[src/rtl/uart_tx_if.sv]
// uart_tx_if: byte handshake and serial line signals between a processing unit and uart_tx
interface uart_tx_if;
   logic [7:0] i_data;
   logic       i_data_valid;
   logic       i_en_par;
   logic       i_par_type;
   logic       o_tx;
   logic       o_busy;
   logic       o_done;
   modport master (output i_data, i_data_valid, i_en_par, i_par_type, input o_tx, o_busy, o_done);
   modport slave  (input i_data, i_data_valid, i_en_par, i_par_type, output o_tx, o_busy, o_done);
endinterface

[src/rtl/uart_tx.sv]
// uart_tx: UART transmitter (start, 8 data bits LSB first, optional parity, stop); the parity bit exists only when UART_TX_PARITY_EN is defined
module uart_tx #(
   parameter int DATA_WIDTH = 8,
   parameter int PRESCALE   = 8
) (
   input logic      i_clk,
   input logic      i_rst,
   uart_tx_if.slave bus
);
   localparam int CW = (PRESCALE > 1) ? $clog2(PRESCALE) : 1;
`ifdef UART_TX_PARITY_EN
   typedef enum logic [2:0] {IDLE, START, DATA, PARITY, STOP} state_t;
`else
   typedef enum logic [2:0] {IDLE, START, DATA, STOP} state_t;
`endif
   state_t                r_state, w_state;
   logic [CW-1:0]         r_cnt;
   logic [2:0]            r_bit;
   logic [DATA_WIDTH-1:0] r_shift, w_shift;
   logic                  r_tx, r_done, w_tx, w_done;
   logic                  w_bit_end, w_last, w_accept;
`ifdef UART_TX_PARITY_EN
   logic                  r_par, r_en_par;
`else
   logic                  w_unused;
   assign w_unused = bus.i_en_par ^ bus.i_par_type;
`endif
   assign w_bit_end = r_cnt == CW'(PRESCALE - 1);
   assign w_last    = r_bit == 3'(DATA_WIDTH - 1);
   assign w_accept  = r_state == IDLE && bus.i_data_valid;
   assign w_shift   = w_accept ? bus.i_data : (r_state == DATA && w_bit_end) ? r_shift >> 1 : r_shift;
   assign bus.o_tx   = r_tx;
   assign bus.o_busy = r_state != IDLE;
   assign bus.o_done = r_done;

   // next state, frame-complete pulse and the line level for the coming cycle
   always_comb begin
      w_state = r_state;
      w_done  = 1'b0;
      w_tx    = 1'b1;
      case (r_state)
         IDLE:    w_state = w_accept ? START : IDLE;
         START:   w_state = w_bit_end ? DATA : START;
`ifdef UART_TX_PARITY_EN
         DATA:    w_state = (w_bit_end && w_last) ? (r_en_par ? PARITY : STOP) : DATA;
         PARITY:  w_state = w_bit_end ? STOP : PARITY;
`else
         DATA:    w_state = (w_bit_end && w_last) ? STOP : DATA;
`endif
         STOP: begin
            w_state = w_bit_end ? IDLE : STOP;
            w_done  = w_bit_end;
         end
         default: w_state = IDLE;
      endcase
      case (w_state)
         START:   w_tx = 1'b0;
         DATA:    w_tx = w_shift[0];
`ifdef UART_TX_PARITY_EN
         PARITY:  w_tx = r_par;
`endif
         default: w_tx = 1'b1;
      endcase
   end

   // state, bit-period prescaler, bit counter, shift register and registered line
   always_ff @(posedge i_clk or negedge i_rst) begin
      if (!i_rst) begin
         r_state <= IDLE;
         r_cnt   <= '0;
         r_bit   <= '0;
         r_shift <= '0;
         r_tx    <= 1'b1;
         r_done  <= 1'b0;
      end else begin
         r_state <= w_state;
         r_cnt   <= (r_state == IDLE || w_bit_end) ? '0 : r_cnt + 1'b1;
         r_bit   <= (r_state == DATA) ? r_bit + 3'(w_bit_end) : '0;
         r_shift <= w_shift;
         r_tx    <= w_tx;
         r_done  <= w_done;
      end
   end

`ifdef UART_TX_PARITY_EN
   // parity enable and parity bit captured with the byte at accept
   always_ff @(posedge i_clk or negedge i_rst) begin
      if (!i_rst) begin
         r_par    <= 1'b0;
         r_en_par <= 1'b0;
      end else if (w_accept) begin
         r_par    <= ^bus.i_data ^ bus.i_par_type;
         r_en_par <= bus.i_en_par;
      end
   end
`endif
endmodule

[src/flat_wrapper.sv]
// flat-port wrapper written by rule: the top's interface ports become plain ports
module uart_tx_flat 
#(
   parameter int DATA_WIDTH = 8,
   parameter int PRESCALE   = 8
)
  (i_clk, i_rst, bus_i_data, bus_i_data_valid, bus_i_en_par, bus_i_par_type, bus_o_tx, bus_o_busy, bus_o_done);
  uart_tx_if bus_i ();
  input logic i_clk;
  input logic i_rst;
  input wire logic [$bits(bus_i.i_data)-1:0] bus_i_data;
  input wire logic [$bits(bus_i.i_data_valid)-1:0] bus_i_data_valid;
  input wire logic [$bits(bus_i.i_en_par)-1:0] bus_i_en_par;
  input wire logic [$bits(bus_i.i_par_type)-1:0] bus_i_par_type;
  output wire logic [$bits(bus_i.o_tx)-1:0] bus_o_tx;
  output wire logic [$bits(bus_i.o_busy)-1:0] bus_o_busy;
  output wire logic [$bits(bus_i.o_done)-1:0] bus_o_done;
  assign bus_i.i_data = bus_i_data;
  assign bus_i.i_data_valid = bus_i_data_valid;
  assign bus_i.i_en_par = bus_i_en_par;
  assign bus_i.i_par_type = bus_i_par_type;
  assign bus_o_tx = bus_i.o_tx;
  assign bus_o_busy = bus_i.o_busy;
  assign bus_o_done = bus_i.o_done;
  uart_tx #(.DATA_WIDTH(DATA_WIDTH), .PRESCALE(PRESCALE)) u_core (.i_clk(i_clk), .i_rst(i_rst), .bus(bus_i));
endmodule
[config.mk]
export PLATFORM = sky130hd
export DESIGN_NAME = uart_tx_flat
export DESIGN_NICKNAME = d
export VERILOG_FILES = /design/src/rtl/uart_tx_if.sv /design/src/rtl/uart_tx.sv /design/src/flat_wrapper.sv
export SDC_FILE = /design/constraint.sdc
export NUM_CORES = 1
export LEC_CHECK = 0
export BUFFER_PORTS_ARGS = -buffer_cell sky130_fd_sc_hd__buf_4
export CELL_PAD_IN_SITES_DETAIL_PLACEMENT = 0
export CELL_PAD_IN_SITES_GLOBAL_PLACEMENT = 1
export CORE_ASPECT_RATIO = 1.4
export CORE_UTILIZATION = 41
export DETAILED_ROUTE_END_ITERATION = 10
export GPL_ROUTABILITY_DRIVEN = 1
export PLACE_DENSITY = 0.86
export SYNTH_ARGS = -nofsm -noshare
export SYNTH_HDL_FRONTEND = slang
export SYNTH_SLANG_ARGS = --single-unit
[constraint.sdc]
create_clock -name i_clk -period 1.7 [get_ports i_clk]
set_input_delay 0 -clock i_clk [delete_from_list [all_inputs] [get_ports i_clk]]
set_output_delay 0 -clock i_clk [all_outputs]
set_load 0.01 [all_outputs]
Word level (Yosys, flattened, before mapping)
Cells that the tools add are included.
Widths: inputs -> output; s select.
- register bits: 19
- latch bits: 0
- bits in writable memories: 0
- bits in read-only memories: 0
- logic and storage cells: 34
- memories kept: 0
- add/subtract/negate cells: 2
- $mul: 0
- divide/modulo/power cells: 0
- magnitude comparators: 0
- eq/ne operators: 7
- shift-type cells: 0
- muxes and demuxes: 11
- bitwise logic cells: 0
- reductions and logical operators: 7
- operators with widths (cell ; number):
    $mux 8 ; 2
    $pmux 3 s4 ; 1
    $eq 3x2->1 const B ; 3
    $eq 3x1->1 const B ; 2
    $eq 3x3->1 const B ; 2
    $mux 3 ; 2
    $mux 2 ; 2
    $add 3x1->3 ; 1
    $add 3x1->3 const B ; 1
    $logic_and 1x1->1 ; 3
    $logic_not 3->1 ; 1
    $mux 1 ; 3
    $reduce_bool 3->1 ; 1
    $pmux 1 s2 ; 1
    $reduce_bool 2->1 ; 1
    $logic_or 1x1->1 ; 1

Longest topological paths before layout
- depth after elaboration: 6
- mapped depth: 7

Worst setup path after synthesis
Ideal clock, no wire load.
- path type: flip-flop to flip-flop
- start: reg u_core.r_cnt[0]
- end: reg u_core.r_tx (netlist: u_core.bus.o_tx)
- arrival time: 1.438 ns
- path slack: 0.183 ns
- cell stages (with the launch flop): 8
- period minus slack after synthesis: 1.517 ns
- cells stage by stage: dfrtp_1 ha_1 ha_1 buf_2 nand3b_4 nand2_4 o22a_4 o22a_1
- RTL lines (item ; RTL line ; text):
    start, declared ; uart_tx.sv:17 ; logic [CW-1:0] r_cnt;
    start signal, assigned ; uart_tx.sv:77 ; r_cnt <= (r_state == IDLE || w_bit_end) ? '0 : r_cnt + 1'b1;
    $eq 3x3->1 ; uart_tx.sv:28 ; assign w_bit_end = r_cnt == CW'(PRESCALE - 1);
    $logic_and 1x1->1 ; uart_tx.sv:31 ; assign w_shift = w_accept ? bus.i_data : (r_state == DATA && w_bit_end) ? r_shift >> 1 : r_shift;
    $mux 8 (2 in a row) ; uart_tx.sv:31 ;
    via u_core.w_shift[0] ; uart_tx.sv:19 ; logic [DATA_WIDTH-1:0] r_shift, w_shift;
    $pmux 1 s2 ; uart_tx.sv:56 ; case (w_state)
    via u_core.w_tx ; uart_tx.sv:20 ; logic r_tx, r_done, w_tx, w_done;
    end signal, assigned ; uart_tx.sv:80 ; r_tx <= w_tx;
    end, declared ; uart_tx.sv:20 ;
The timed path passes the listed nets, and every way through them passes these cells. The select of a mux whose other input is x is not followed.
A chain may end at the register's enable or synchronous reset.

Worst setup path after layout
- start: reg u_core.r_cnt[0]
- end: reg u_core.r_bit[2]
- cells in the longest elaborated chain, start to end: 3
- RTL lines (item ; RTL line ; text):
    $eq 3x3->1 ; uart_tx.sv:28 ;
    $add 3x1->3 ; uart_tx.sv:78 ; r_bit <= (r_state == DATA) ? r_bit + 3'(w_bit_end) : '0;
    $mux 3 ; uart_tx.sv:78 ;
    end signal, assigned ; uart_tx.sv:78 ;
    end, declared ; uart_tx.sv:18 ; logic [2:0] r_bit;
No other way between the ends.

==> results by group <==
Status
  • Status: completed

Critical path
  • CP required: 1.89 ns
  • WP buf/inv: 0
  • CP endpoint kind: register
  • Critical path cell sequence: ha_1, ha_4, ha_1, ha_1, xor2_1, and2_1
  • Slowest stage delay, CP: 0.39 ns
  • Worst Path Arrival: 1.79 ns
  • Crit path max fanout: 7
  • Setup CP Type: reg2reg
  • Crit start category: register
  • Cell mode on critical path: ha_1
  • CP max stage cell: dfrtp_1
  • Cell family with most CP delay: adder cells

Yosys
  • Yosys warns: 0
  • Seq cells post-synth: 18
  • Syn_area_per_cell: 11.7 sq um
  • Syn_nets: 89
  • Synth cell types: 31
  • Yosys top cell by area: dfrtp_1
  • Post-synth top area share: 0.505
  • Seq/Total Area, Yosys: 0.536
  • Cell Area, Synth: 842 sq um
  • Syn Inst Count: 72
  • Synth top area cells: dfrtp_1 51%, ha_1 5.9%, and2_1 3.7%

Clock network
  • CTS Buf Count: 3
  • Max clock buf depth: 2
  • Worst-path clk slew: 0.11 ns
  • Num Clock Sinks: 18
  • CTS H-tree depth: 1
  • Clk Latency, worst-skew pair: 0.30 ns
  • Root Buffer: clkbuf_4
  • CTS tree: yes

Floorplan
  • Core area: 1950 sq um
  • Die Span X: 40.3 um
  • Die area: 2240 sq um
  • Site row count: 19
  • I/O pin count: 16
  • Die Ht: 55.6 um
  • Initial core utilization: 0.432

STA
  • Setup Skew: 0.0104 ns
  • RSZ-0062 raised after global routing: false
  • Slew Limit Fails: 0
  • Setup TNS: 0 ns
  • Final hold violation count: 0
  • Period minus WS final: 1.60 ns
  • Setup Viol. Count Final: 0
  • Slew headroom: 0.738
  • Maximum clock frequency: 625 MHz
  • Worst-Margin Slew: 0.392 ns
  • Final period utilization: 0.941

Cells and area
  • NumNets Final: 114
  • Layout area overhead: 28.1%
  • Fraction of layout instances using a drive strength above 1: 0.271
  • Post-route cell area: 1080 sq um
  • Post-Layout Cell Count: 117
  • Diodes inserted: 0

Route
  • DR iter-0 viols: 8
  • WL final: 1.50 mm
  • Vias per inst: 5.12
  • DR pass1 iterations: 3
  • Via count: 599
  • Drc violations: 0
  • Post-DRT Antenna Nets: 0
  • Drt wl/cell: 12.8 um

Placement
  • Placer Congestion: 0.678
  • Post-DP HPWL: 1.05 mm
  • Dpl cell area: 960 sq um
  • IO Port Bufs: 13
  • Cells after DPL: 105

Pwr
  • Worst vdd ir: 435 uV
  • Leakage: 0.493 nW
  • Pwr dens: 650 nW/um^2
  • Pwr Total: 0.701 mW

GRT
  • Pin count of the biggest net entering global routing: 19
  • Gr usage total: 0.168
  • Initial antenna violation count: 0
  • GR Overflow Total: 0
  • First-pass GRT wire length: 2.54 mm
  • Vias in the first global route: 579

Flow run
  • Max Cap Violations: 0

Worst hold path
  • Hold Crit Class: in2reg
[cells in the final DEF (no fill, tap or decap)]
cell type	count
nor3b_1	1
nand2_4	1
a31oi_1	1
nor3b_2	1
and3_1	1
ha_1	3
mux2i_1	1
nor2_1	8
nor2b_1	1
a32oi_1	2
dfrtp_1	17
o21ai_0	3
dfstp_2	1
o22a_1	1
dlygate4sd3_1	8
a21oi_1	1
o221ai_2	1
nand2b_1	1
buf_4	15
nand2_1	4
xnor2_1	1
or3b_4	1
inv_1	3
nand3_1	1
o22ai_1	3
a22o_1	1
clkbuf_4	3
nand3b_4	1
xor2_1	1
o22a_4	1
clkbuf_1	1
nor3_1	1
and2_1	5
ha_4	1
[through the flow]
step	utilization	hold WS (ns)	setup slack [ns]
final	0.553	0.0576	0.100
after global placement	0.492	-0.123	0.0808
after floorplan	-	-0.296	0.183
after global routing	0.553	0.0514	0.0262
after detailed placement	0.492	-0.119	0.0121
after CTS	0.548	0.0585	0.0807
[worst paths after layout]
kind,end,cells after the start,slack [ns],from
max,u_core.r_bit[2],6,0.10,u_core.r_cnt[0]
max reg2reg,u_core.r_bit[2],6,0.10,u_core.r_cnt[0]
min,u_core.bus.o_tx,3,0.06,bus_i_data_valid
min reg2reg,u_core.r_cnt[0],1,0.45,u_core.r_cnt[0]
min in group asynchronous,u_core.r_state[1],2,0.09,i_rst
max in group asynchronous,u_core.bus.o_tx,2,1.35,i_rst
[tightest hold or removal path, stage by stage]
cell	delay (ns)
buf_4	0.09
o21ai_0	0.07
o22a_1	0.20
[timing repair]
action,in CTS,in global routing
resized for setup,1,1
endpoints found under the setup margin,1,1
hold endpoints to repair,25,0
hold buffers,8,0
buffers inserted,0,0
[cell families after synthesis]
logic type,count (synthesis),synth area share
flip-flops,18,0.536
XOR/XNOR,2,0.0208
AO/OA/AOI/OAI,14,0.134
adder cells (fa/ha/maj),4,0.0594
multiplexers,1,0.0119
buffers and inverters,6,0.0386
AND/OR/NAND/NOR,27,0.199
[sequential cells by signal, indices dropped and copies added (netlist names)]
name	count
u_core.bus.o_tx	1
u_core.r_state	2
u_core.r_shift	8
u_core.r_cnt	3
u_core.r_bit	3
u_core.bus.o_done	1
[power by group]
group          leakage [nW]  switching [mW]  total, mW  internal [mW]
logic                 0.252          0.0162     0.0454         0.0292
registers             0.226        0.000960      0.431          0.430
clock network        0.0150           0.133      0.224         0.0914
total                 0.493           0.150      0.701          0.551
[synth_stat cells (all sizes together)]
cell / n
o21ai: 3
dfstp: 1
inv: 3
and3: 1
dfrtp: 17
mux2i: 1
nand3b: 1
nor2: 8
nand2: 5
a31oi: 1
a21oi: 1
o22ai: 3
nand3: 1
o221ai: 1
a32oi: 2
o22a: 2
a22o: 1
and2: 5
or3b: 1
buf: 3
xor2: 1
nor3b: 2
nor3: 1
nor2b: 1
xnor2: 1
nand2b: 1
ha: 4
[per-layer routing]
layer  GRT usage  vias to the layer above  wire (um)
li1            -                      298          -
met1       0.232                      286        655
met2       0.242                        9        772
met3      0.0360                        6         35
met4      0.0857                        0         36
met5           0                        -          0
[final cells by class]
class                      instances  area, sq um
sequential                        18          452
tap                               21         26.3
inverter                           3         11.3
timing repair buffer              23          193
clock buffer                       4         26.3
fill                             184          871
multi-input combinational         48          370
No activity file was read; power rests on OpenSTA's default activity.
